### src/rtl/seg7_pkg.sv
// Shared types and constants for the multi-digit 7-segment display path.
// Latency: n/a (declarations only).
// Backpressure: n/a.
package seg7_pkg;

  // Glyph code per digit: 0-9 decimal digits, dash, minus (drawn as dash), blank.
  typedef logic [3:0] glyph_t;

  localparam glyph_t GLYPH_DASH  = 4'hA;
  localparam glyph_t GLYPH_MINUS = 4'hB;
  localparam glyph_t GLYPH_BLANK = 4'hF;

  // Raw segment patterns, active-high, bit0=a .. bit6=g.
  localparam logic [6:0] SEG_0     = 7'h3F;
  localparam logic [6:0] SEG_1     = 7'h06;
  localparam logic [6:0] SEG_2     = 7'h5B;
  localparam logic [6:0] SEG_3     = 7'h4F;
  localparam logic [6:0] SEG_4     = 7'h66;
  localparam logic [6:0] SEG_5     = 7'h6D;
  localparam logic [6:0] SEG_6     = 7'h7D;
  localparam logic [6:0] SEG_7     = 7'h07;
  localparam logic [6:0] SEG_8     = 7'h7F;
  localparam logic [6:0] SEG_9     = 7'h6F;
  localparam logic [6:0] SEG_DASH  = 7'h40;
  localparam logic [6:0] SEG_BLANK = 7'h00;

  typedef enum logic [1:0] {
    ST_IDLE,
    ST_SHIFT,
    ST_FORMAT
  } state_t;

  // 10^n as a 64-bit constant, used for the capture-time overflow limits.
  function automatic logic [63:0] pow10(input int n);
    logic [63:0] r;
    r = 64'd1;
    for (int i = 0; i < n; i++) r = r * 64'd10;
    return r;
  endfunction

endpackage

### src/rtl/bin_to_7seg_display_if.sv
// Request/result bundle between a value producer and the 7-segment display engine.
// Latency: n/a (wiring only).
// Backpressure: busy tells the master a request will be held as pending, not lost.
interface bin_to_7seg_display_if #(
  parameter int NUM_DIGITS = 6,
  parameter int IN_WIDTH   = 20
);
  logic [IN_WIDTH-1:0]     value;
  logic                    update;
  logic                    busy;
  logic                    done;
  logic                    overflow;
  logic [NUM_DIGITS*7-1:0] segs;

  modport master (output value, update, input busy, done, overflow, segs);
  modport slave  (input value, update, output busy, done, overflow, segs);
endinterface

### src/rtl/seg7_glyph.sv
// Glyph code to 7-segment pattern, with selectable output polarity.
// Latency: combinational.
// Backpressure: none; undefined codes render blank.
module seg7_glyph
  import seg7_pkg::*;
#(
  parameter bit ACTIVE_LOW = 1'b1
) (
  input  glyph_t     code,
  output logic [6:0] seg
);

  logic [6:0] raw;

  // Look up the active-high pattern, then apply board polarity.
  always_comb begin
    raw = SEG_BLANK;
    case (code)
      4'd0:        raw = SEG_0;
      4'd1:        raw = SEG_1;
      4'd2:        raw = SEG_2;
      4'd3:        raw = SEG_3;
      4'd4:        raw = SEG_4;
      4'd5:        raw = SEG_5;
      4'd6:        raw = SEG_6;
      4'd7:        raw = SEG_7;
      4'd8:        raw = SEG_8;
      4'd9:        raw = SEG_9;
      GLYPH_DASH:  raw = SEG_DASH;
      GLYPH_MINUS: raw = SEG_DASH;
      default:     raw = SEG_BLANK;
    endcase
    seg = ACTIVE_LOW ? ~raw : raw;
  end

endmodule

### src/rtl/bin_to_7seg_display.sv
// Binary to multi-digit decimal 7-segment driver using a sequential double-dabble engine.
// Latency: done pulses IN_WIDTH+1 edges after the capturing edge (capture, IN_WIDTH shifts, format).
// Backpressure: updates while busy are held as one pending request (last value wins).
module bin_to_7seg_display
  import seg7_pkg::*;
#(
  parameter int NUM_DIGITS    = 6,
  parameter int IN_WIDTH      = 20,
  parameter bit SIGNED_IN     = 1'b1,
  parameter bit BLANK_LEADING = 1'b1,
  parameter bit ACTIVE_LOW    = 1'b1
) (
  input logic                  clk,
  input logic                  reset,
  bin_to_7seg_display_if.slave bus
);

  localparam int BW = NUM_DIGITS * 4;
  localparam int CW = $clog2(IN_WIDTH + 1);
  localparam logic [CW-1:0]       LAST_SHIFT = CW'(IN_WIDTH - 1);
  localparam logic [IN_WIDTH-1:0] ONE        = IN_WIDTH'(1);
  localparam logic [63:0]         MAX_POS    = pow10(NUM_DIGITS) - 64'd1;
  localparam logic [63:0]         MAX_NEG    = pow10(NUM_DIGITS - 1) - 64'd1;
  localparam logic [6:0]          SEG_OFF    = ACTIVE_LOW ? 7'h7F : 7'h00;

  state_t                  state, state_nxt;
  logic [IN_WIDTH-1:0]     mag, pend_value, src, cap_mag;
  logic [BW-1:0]           bcd, bcd_adj;
  logic [CW-1:0]           cnt;
  logic                    neg, ovf, pending, done_q, ovf_q;
  logic                    start, cap_neg, cap_ovf;
  logic [NUM_DIGITS*7-1:0] segs_q, seg_enc;
  glyph_t                  glyph [NUM_DIGITS];
  int                      msd;

  // Start whenever idle with a fresh or pending request; a live update is newer than pending.
  always_comb begin
    start   = (state == ST_IDLE) && (bus.update || pending);
    src     = bus.update ? bus.value : pend_value;
    cap_neg = SIGNED_IN && src[IN_WIDTH-1];
    cap_mag = cap_neg ? (~src + ONE) : src;
    cap_ovf = 64'(cap_mag) > (cap_neg ? MAX_NEG : MAX_POS);
  end

  // State register.
  always_ff @(posedge clk) begin
    if (reset) state <= ST_IDLE;
    else       state <= state_nxt;
  end

  // Next-state logic: IDLE -> SHIFT (IN_WIDTH cycles) -> FORMAT -> IDLE.
  always_comb begin
    state_nxt = state;
    case (state)
      ST_IDLE:   if (start) state_nxt = ST_SHIFT;
      ST_SHIFT:  if (cnt == LAST_SHIFT) state_nxt = ST_FORMAT;
      ST_FORMAT: state_nxt = ST_IDLE;
      default:   state_nxt = ST_IDLE;
    endcase
  end

  // Double-dabble correction: bump every nibble >= 5 by 3 before the shift.
  always_comb begin
    bcd_adj = bcd;
    for (int d = 0; d < NUM_DIGITS; d++) begin
      if (bcd[4*d +: 4] >= 4'd5) bcd_adj[4*d +: 4] = bcd[4*d +: 4] + 4'd3;
    end
  end

  // Glyph selection: overflow dashes, leading-zero blanking and minus placement.
  always_comb begin
    msd = 0;
    for (int d = 0; d < NUM_DIGITS; d++) begin
      if (bcd[4*d +: 4] != 4'd0) msd = d;
    end
    for (int d = 0; d < NUM_DIGITS; d++) begin
      glyph[d] = GLYPH_BLANK;
      if (ovf)                       glyph[d] = GLYPH_DASH;
      else if (!BLANK_LEADING)       glyph[d] = (neg && d == NUM_DIGITS - 1) ? GLYPH_MINUS : bcd[4*d +: 4];
      else if (d <= msd)             glyph[d] = bcd[4*d +: 4];
      else if (neg && d == msd + 1)  glyph[d] = GLYPH_MINUS;
    end
  end

  for (genvar g = 0; g < NUM_DIGITS; g++) begin : g_digit
    seg7_glyph #(.ACTIVE_LOW(ACTIVE_LOW)) u_glyph (
      .code (glyph[g]),
      .seg  (seg_enc[7*g +: 7])
    );
  end

  // Datapath: capture, pending tracking, shifting, and the registered display outputs.
  always_ff @(posedge clk) begin
    if (reset) begin
      mag        <= '0;
      pend_value <= '0;
      bcd        <= '0;
      cnt        <= '0;
      neg        <= 1'b0;
      ovf        <= 1'b0;
      pending    <= 1'b0;
      done_q     <= 1'b0;
      ovf_q      <= 1'b0;
      segs_q     <= {NUM_DIGITS{SEG_OFF}};
    end else begin
      done_q <= (state == ST_FORMAT);
      if (start) begin
        mag     <= cap_mag;
        neg     <= cap_neg;
        ovf     <= cap_ovf;
        bcd     <= '0;
        cnt     <= '0;
        pending <= 1'b0;
      end else if (bus.update) begin
        pending    <= 1'b1;
        pend_value <= bus.value;
      end
      if (state == ST_SHIFT) begin
        bcd <= BW'({bcd_adj, mag[IN_WIDTH-1]});
        mag <= {mag[IN_WIDTH-2:0], 1'b0};
        cnt <= cnt + CW'(1);
      end
      if (state == ST_FORMAT) begin
        segs_q <= seg_enc;
        ovf_q  <= ovf;
      end
    end
  end

  assign bus.busy     = (state != ST_IDLE);
  assign bus.done     = done_q;
  assign bus.overflow = ovf_q;
  assign bus.segs     = segs_q;

endmodule

### src/flat_wrapper.sv
// flat-port wrapper written by rule: the top's interface ports become plain ports
module bin_to_7seg_display_flat import seg7_pkg::*;
#(
  parameter int NUM_DIGITS    = 6,
  parameter int IN_WIDTH      = 20,
  parameter bit SIGNED_IN     = 1'b1,
  parameter bit BLANK_LEADING = 1'b1,
  parameter bit ACTIVE_LOW    = 1'b1
)
  (clk, reset, bus_value, bus_update, bus_busy, bus_done, bus_overflow, bus_segs);
  bin_to_7seg_display_if #(.NUM_DIGITS(NUM_DIGITS), .IN_WIDTH(IN_WIDTH)) bus_i ();
  input logic clk;
  input logic reset;
  input wire logic [$bits(bus_i.value)-1:0] bus_value;
  input wire logic [$bits(bus_i.update)-1:0] bus_update;
  output wire logic [$bits(bus_i.busy)-1:0] bus_busy;
  output wire logic [$bits(bus_i.done)-1:0] bus_done;
  output wire logic [$bits(bus_i.overflow)-1:0] bus_overflow;
  output wire logic [$bits(bus_i.segs)-1:0] bus_segs;
  assign bus_i.value = bus_value;
  assign bus_i.update = bus_update;
  assign bus_busy = bus_i.busy;
  assign bus_done = bus_i.done;
  assign bus_overflow = bus_i.overflow;
  assign bus_segs = bus_i.segs;
  bin_to_7seg_display #(.NUM_DIGITS(NUM_DIGITS), .IN_WIDTH(IN_WIDTH), .SIGNED_IN(SIGNED_IN), .BLANK_LEADING(BLANK_LEADING), .ACTIVE_LOW(ACTIVE_LOW)) u_core (.clk(clk), .reset(reset), .bus(bus_i));
endmodule
### config.mk
export PLATFORM = sky130hd
export DESIGN_NAME = bin_to_7seg_display_flat
export DESIGN_NICKNAME = d
export VERILOG_FILES = /design/src/rtl/seg7_pkg.sv /design/src/rtl/bin_to_7seg_display_if.sv /design/src/rtl/seg7_glyph.sv /design/src/rtl/bin_to_7seg_display.sv /design/src/flat_wrapper.sv
export SDC_FILE = /design/constraint.sdc
export NUM_CORES = 1
export LEC_CHECK = 0
export ABC_AREA = 1
export CORE_ASPECT_RATIO = 0.8
export CORE_UTILIZATION = 53
export CTS_BUF_LIST = sky130_fd_sc_hd__clkbuf_4
export CTS_CLUSTER_DIAMETER = 150
export CTS_CLUSTER_SIZE = 14
export DETAILED_ROUTE_END_ITERATION = 10
export PLACE_DENSITY = 0.78
export SYNTH_ARGS = -nofsm -noshare
export SYNTH_HDL_FRONTEND = slang
export SYNTH_SLANG_ARGS = --single-unit
export TNS_END_PERCENT = 10
### constraint.sdc
create_clock -name clk -period 3 [get_ports clk]
set_input_delay 0.6 -clock clk [delete_from_list [all_inputs] [get_ports clk]]
set_output_delay 0.6 -clock clk [all_outputs]
set_load 0.01 [all_outputs]
== Word level (Yosys, flattened, before mapping) ==
Memory sizes are Yosys's and may differ from the RTL's.
Index checks and enable logic that the tools add are counted.
Cells by class
  div/mod/pow operators: 0
  $lt $le $gt $ge: 13
  equality and inequality tests: 10
  reductions and logical operators: 20
  bitwise logic cells: 7
  mux-type cells: 41
  multiply operators: 0
  shift operators: 0
  add/sub/neg operators: 9
Operators by type and width (count)
  $mux W20: 5
  $mux W4: 17
  $eq A3 B32 Y1 const A: 2
  $eq A4 B32 Y1 const A: 2
  $gt A20 B64 Y1: 1
  $mux W24: 2
  $not A7 Y7: 6
  $eq A2 B32 Y1 const A: 1
  $logic_not A32 Y1: 1
  $mux W3: 9
  $ge A4 B3 Y1 const B: 6
  $add A20 B1 Y20 const B: 1
  $add A4 B2 Y4 const B: 5
  $not A20 Y20: 1
  $reduce_bool A4 Y1: 5
  $mux W5: 2
  $mux W2: 4
  $logic_and A1 B1 Y1: 7
  $le A1 B3 Y1 const A: 2
  $le A2 B3 Y1 const A: 2
  $le A3 B3 Y1 const A: 2
  $add A5 B1 Y5 const B: 1
  $eq A5 B5 Y1 const B: 1
  $add A3 B1 Y4 const B: 1
  11 further kinds: 14
Storage, ports and cells
  RAM bits: 0
  bits of input ports: 23
  latch bits: 0
  bits in registers: 118
  output and inout bits: 45
  memories kept: 6
  logic and storage cells: 118
  bits in read-only memories: 672
Memories
  (name not given): depth 16, width 7, rd ports 1, clocked after Yosys merged registers in 0, write ports 0, line seg7_glyph.sv:18  | case (code)
  (name not given): depth 16, width 7, rd ports 1, clocked after Yosys merged registers in 0, write ports 0, line seg7_glyph.sv:18
  (name not given): depth 16, width 7, rd ports 1, clocked after Yosys merged registers in 0, write ports 0, line seg7_glyph.sv:18
  (name not given): depth 16, width 7, rd ports 1, clocked after Yosys merged registers in 0, write ports 0, line seg7_glyph.sv:18
  (name not given): depth 16, width 7, rd ports 1, clocked after Yosys merged registers in 0, write ports 0, line seg7_glyph.sv:18
  (name not given): depth 16, width 7, rd ports 1, clocked after Yosys merged registers in 0, write ports 0, line seg7_glyph.sv:18

== Depth between registers and ports, before layout ==
An unclocked memory read counts as a cell.
  depth after elaboration: 14
  mapped depth: 23
  gate-level depth less buffers: 22

== Modules after synthesis ==
From an unflattened synthesis, not the netlist that was laid out.
Second synthesis, totals
  cell total of the unflattened synthesis: 1172
  area total of the unflattened synthesis: 7454.6 sq um
By module, submodules not included
  bin_to_7seg_display: seq. area each 2362.3 sq um, times used 1, cells each 980, area each 6396.1 sq um
  seg7_glyph: seq. area each 0.0 sq um, times used 6, cells each 32, area each 176.4 sq um

== Worst setup path before layout ==
No wires, ideal clock.
  path kind: input to register
  start: input port bus_update
  end: register u_core.ovf
  library setup time: 131 ps
  buffers on the path: 1
  cell stages on the path: 20
  required time: 2869 ps
  path slack: 644 ps
  data arrival time: 2225 ps
  cell sequence: inv_2 buf_6 nand2_1 nand2_1 inv_1 ha_1 nand3_2 nor2_2 nand3b_4 nand2_1 xor2_1 nand2_1 nor2_1 nand2_1 nand2_1 nand2_1 nand2_1 nand2_1 nand2_1 a21oi_2
On the way
  word-level cells in the longest chain between the ends: 5
  elaborated cells on any way between the ends: 8
  classes of those cells: add/sub: 1; order compare: 1; mux: 3; bitwise: 1; reduce/logical: 2
RTL lines
  start: declaration: line flat_wrapper.sv:15  | input wire logic [$bits(bus_i.update)-1:0] bus_update;
  $mux W20
  $not A20 Y20: line bin_to_7seg_display.sv:41  | cap_mag = cap_neg ? (~src + ONE) : src;
  $add A20 B1 Y20: line bin_to_7seg_display.sv:41
  $mux W20: line bin_to_7seg_display.sv:41
  $gt A20 B64 Y1: line bin_to_7seg_display.sv:42  | cap_ovf = 64'(cap_mag) > (cap_neg ? MAX_NEG : MAX_POS);
  end signal: assignment: line bin_to_7seg_display.sv:110  | ovf <= cap_ovf;
  end: declaration: line bin_to_7seg_display.sv:30  | logic neg, ovf, pending, done_q, ovf_q;
Several ways; a longest one is shown, not always the timed one.
A chain may end at the register's enable or synchronous reset.

== Final worst setup path ==
  start: register u_core.bcd[16]
  end: register u_core.segs_q[20], in the netlist u_core.bus.segs[20]
On the way
  word-level cells in the longest chain between the ends: 11
  elaborated cells on any way between the ends: 12
  classes of those cells: add/sub: 1; order compare: 1; eq/ne: 1; mux: 5; bitwise: 1; reduce/logical: 2; memory: 1
RTL lines
  start: declaration: line bin_to_7seg_display.sv:28  | logic [BW-1:0] bcd, bcd_adj;
  start signal: assignment: line bin_to_7seg_display.sv:119  | bcd <= BW'({bcd_adj, mag[IN_WIDTH-1]});
  $reduce_bool A4 Y1 *: line bin_to_7seg_display.sv:74  | if (bcd[4*d +: 4] != 4'd0) msd = d;
  $mux W3 * (2 in a row): line bin_to_7seg_display.sv:74
  $add A3 B1 Y4: line bin_to_7seg_display.sv:81  | else if (neg && d == msd + 1) glyph[d] = GLYPH_MINUS;
  $eq A3 B32 Y1: line bin_to_7seg_display.sv:81
  $logic_and A1 B1 Y1: line bin_to_7seg_display.sv:81
  $mux W3: line bin_to_7seg_display.sv:81
  $mux W4 *: line bin_to_7seg_display.sv:80  | else if (d <= msd) glyph[d] = bcd[4*d +: 4];
  $mux W4 *: line bin_to_7seg_display.sv:78  | if (ovf) glyph[d] = GLYPH_DASH;
  $mem_v2 Z16 W7 *
  $not A7 Y7 *: line seg7_glyph.sv:33  | seg = ACTIVE_LOW ? ~raw : raw;
  end signal: assignment: line bin_to_7seg_display.sv:104  | segs_q <= {NUM_DIGITS{SEG_OFF}};
  end signal: assignment: line bin_to_7seg_display.sv:124  | segs_q <= seg_enc;
  end: declaration: line bin_to_7seg_display.sv:32  | logic [NUM_DIGITS*7-1:0] segs_q, seg_enc;
Mark *: on every way between the ends. The rest lies on a longest branch, timed or not.

==> results.cfg <==
[clock_tree]
numCtsBuffers = 17
cts-root-buf = clkbuf_4
clock_path_buffers = 2
cts_tree = done
cts_sinks = 118
postCtsHoldBufs = 0
cts_resized = 0
clk_latency_ns = 0.53
post_cts_buffers = 0
clk_pin_slew_ns = 0.11
cts_max_level = 4

[cells_and_area]
layout-drive-gt1-share_pct = 10.2
syn2layout_area_growth_pct = 16.7
diodes = 0
fill_cells = 1225
multi_input_area_um2 = 4120
nets = 1209
layout.cells.non_filler = 1325
regArea_um2 = 2360
postLayoutCellArea_um2 = 8380

[detailed_routing]
drc = 0
wl_per_cell_um = 12.4
drt_iter0_markers = 430
vias = 6997
final_antenna_net_count = 0
routed_via_density = 5.28
wirelength_mm = 16.5
drt_first_pass_iters = 5

[sta]
setup_ws_ns = 0.320
slew_viol_final = 0
holdWs_ns = 0.460
period_minus_slack_ns = 2.68
worstMarginPinSlew_ns = 0.816
fmaxAchievable_mhz = 373
fin_crit_sh_pct = 89.3
finalHoldViolCount = 0
setup_violations = 0
skew_ns = 0.0189
rsz0062_at_grt = no
slew_headroom_pct = 45.6

[worst_setup_path]
cp_data_arrival_time_ns = 3.10
cpPeakStageDelay_ns = 0.53
timing.rr.end = u_core.bus.segs[20]
critPathKind = reg2reg
cp-startpoint = u_core.bcd[16]
endpoint = u_core.bus.segs[20]
crit_fanout = 6
crit-reg2reg-launch = u_core.bcd[16]
critPathLaunchType = flop
crit_path_top_delay_cell = nor3_1
cp-end-kind = flop
worstPathRequired_ns = 3.42
ff2ff_path_depth = 13
r2r_slack_ns = 0.32
path_cells = inv_1 > ha_1 > nand3_1 > nor2_4 > inv_2 > nor2_4 > nor3_1 > inv_1 > ha_1 > o21ai_0 > o21ai_0 > o211ai_1 > nand2_1

[power_and_ir_drop]
power.total_mw = 3.38
p_comb_share_pct = 20.0
clockPowerShare_pct = 30.2
powerDensity_nw_per_um2 = 403
p_seq_share_pct = 49.7
swShare_pct = 32.7
intPower_mw = 2.27
leakagePower_nw = 3.63
ir_worst_vdd_uv = 232
p_switching_mw = 1.10

[synthesis]
ys_top_cells_by_area = dfxtp_1 (33%), nand2_1 (13%), ha_1 (8.5%)
synth_top_area_share_pct = 32.9
synth-simple-area-share_pct = 25.3
yosysMostFrequentCell = nand2_1
synth_cells = 1059
synthXorXnorAreaFrac_pct = 0.975
synth_area_leader_cell = dfxtp_1
synth_top_family_by_area = simple AND/OR/NAND/NOR gates
syn_nets = 1131
ys_top_cells_by_count = nand2_1 (251), inv_1 (120), dfxtp_1 (118)
syn_area_um2 = 7180
synth_flop_cell = dfxtp_1
synthAdderAreaFrac_pct = 8.54
yosysSeqAreaShare_pct = 32.9
muxShareOfSynthArea_pct = 0
syn_area_per_cell_um2 = 6.78
synth-seq-cells = 118
synth-compound-area-share_pct = 22.5
synth_edf_count = 0
async_flop_share_pct = 0
ys_types = 49
yosysWarnings = 0

[floorplanning]
die_width_um = 132
ioPinCount = 68
row_count = 37
dieArea_um2 = 14000
start_util_pct = 55.0
coreArea_um2 = 13100
die_h_um = 106

[placement]
pre_cts_ws_ns = -0.0572
dpl_cell_area_um2 = 8140
portBuffers = 67
hpwl_mm = 11.8
place_inst = 1293
routabilityCongestion = 0.883

[global_route]
grt_max_degree = 77
grt_pass1_vias = 6167
grt_util_all_layers_pct = 24.2
grt_pass1_wl_mm = 28.0
grt_antenna_before_repair = 0
overflow = 0

[hold_path]
hold_class = reg2reg

[run_status]
status = finished, final reports clean

[job]
cap_violations = 0
[per-stage QoR]
stage	TNS, ns	utilization, %
6_report	0	64.2
3_5_place_dp	-0.0899	62.3
5_1_grt	0	64.2
2_1_floorplan	0	-
4_1_cts	0	64.2
3_3_place_gp	0	62.3
[cells by family (layout without fill, tap and decap cells)]
family,count (synthesis),count (layout)
compound gates,292,292
xor+xnor,8,8
fa+ha+maj,49,49
buf+inv,175,266
flops,118,118
simple gates,417,417
[worst max-delay path, delay by kind of cell, from the launching register on]
| kind | cells | cell delay (ns) |
|---|---|---|
| flip-flops | 1 | 0.46 |
| adder cells (fa/ha/maj) | 2 | 0.42 |
| AO/OA/AOI/OAI | 3 | 0.46 |
| AND/OR/NAND/NOR | 5 | 0.87 |
| buffers and inverters | 3 | 0.37 |
[final cells by class]
| type | instances | share of cell area, % |
|---|---|---|
| Clock buffer | 17 | 1.52 |
| Clock inverter | 15 | 1.37 |
| Inverter | 129 | 5.78 |
| Multi-Input combinational cell | 766 | 49.2 |
| Sequential cell | 118 | 28.2 |
| Tap cell | 175 | 2.61 |
| Timing Repair Buffer | 105 | 11.3 |
[cells in the final DEF, fill, tap and decap left out, drive strengths merged, types with 2 or more instances in the layout]
cell type      netlist  layout
dfxtp              118     118
clkdlybuf4s50        0      66
nor2                72      72
nor3                18      18
or2                  9       9
a211oi               2       2
a21oi              118     118
o22ai                9       9
clkinv               1       9
nand4                5       5
a31oi               18      18
o31ai                2       2
nand3b               3       3
inv                128     128
nand2              260     260
o21a                 2       2
nand3               47      47
ha                  49      49
o211ai              16      16
clkbuf              29      17
xor2                 8       8
o21ai              119     119
clkinvlp             0       6
buf                 17      39
[power groups by stage]
| stage | combinational (mW) | sequential, mW | clock [mW] |
|---|---|---|---|
| after floorplan | 0.482 | 1.70 | 0 |
| after global placement | 0.660 | 1.71 | 0 |
| after detailed placement | 0.667 | 1.72 | 0 |
| after CTS | 0.672 | 1.68 | 1.04 |
| after global routing | 0.765 | 1.69 | 1.12 |
| final | 0.677 | 1.68 | 1.02 |
[registers in the layout, indices dropped and copies added, names as in the netlist, 2 cells and up]
name	count
u_core.pend_value	20
u_core.mag	20
u_core.bcd	24
u_core.bus.segs	42
u_core.cnt	5
u_core.state	2
[worst min-delay path by stage]
stage                                from                     to  slack, ns  cells after the start
floorplan           u_core.pend_value[10]  u_core.pend_value[10]       0.43                      2
global placement    u_core.pend_value[10]  u_core.pend_value[10]       0.44                      2
detailed placement  u_core.pend_value[10]  u_core.pend_value[10]       0.45                      2
CTS                                 reset   u_core.pend_value[3]       0.45                      4
global route                        reset   u_core.pend_value[3]       0.48                      4
finish              u_core.pend_value[10]  u_core.pend_value[10]       0.46                      2
[per-layer routing]
metal / global-route usage, % / vias to the layer above / routed length, um
met4: 7.14 / 0 / 165
met3: 4.01 / 15 / 647
li1: - / 3651 / -
met2: 38.4 / 140 / 7230
met5: 0 / - / 0
met1: 33.8 / 3191 / 8430
Power figures use the tool's default switching activity.
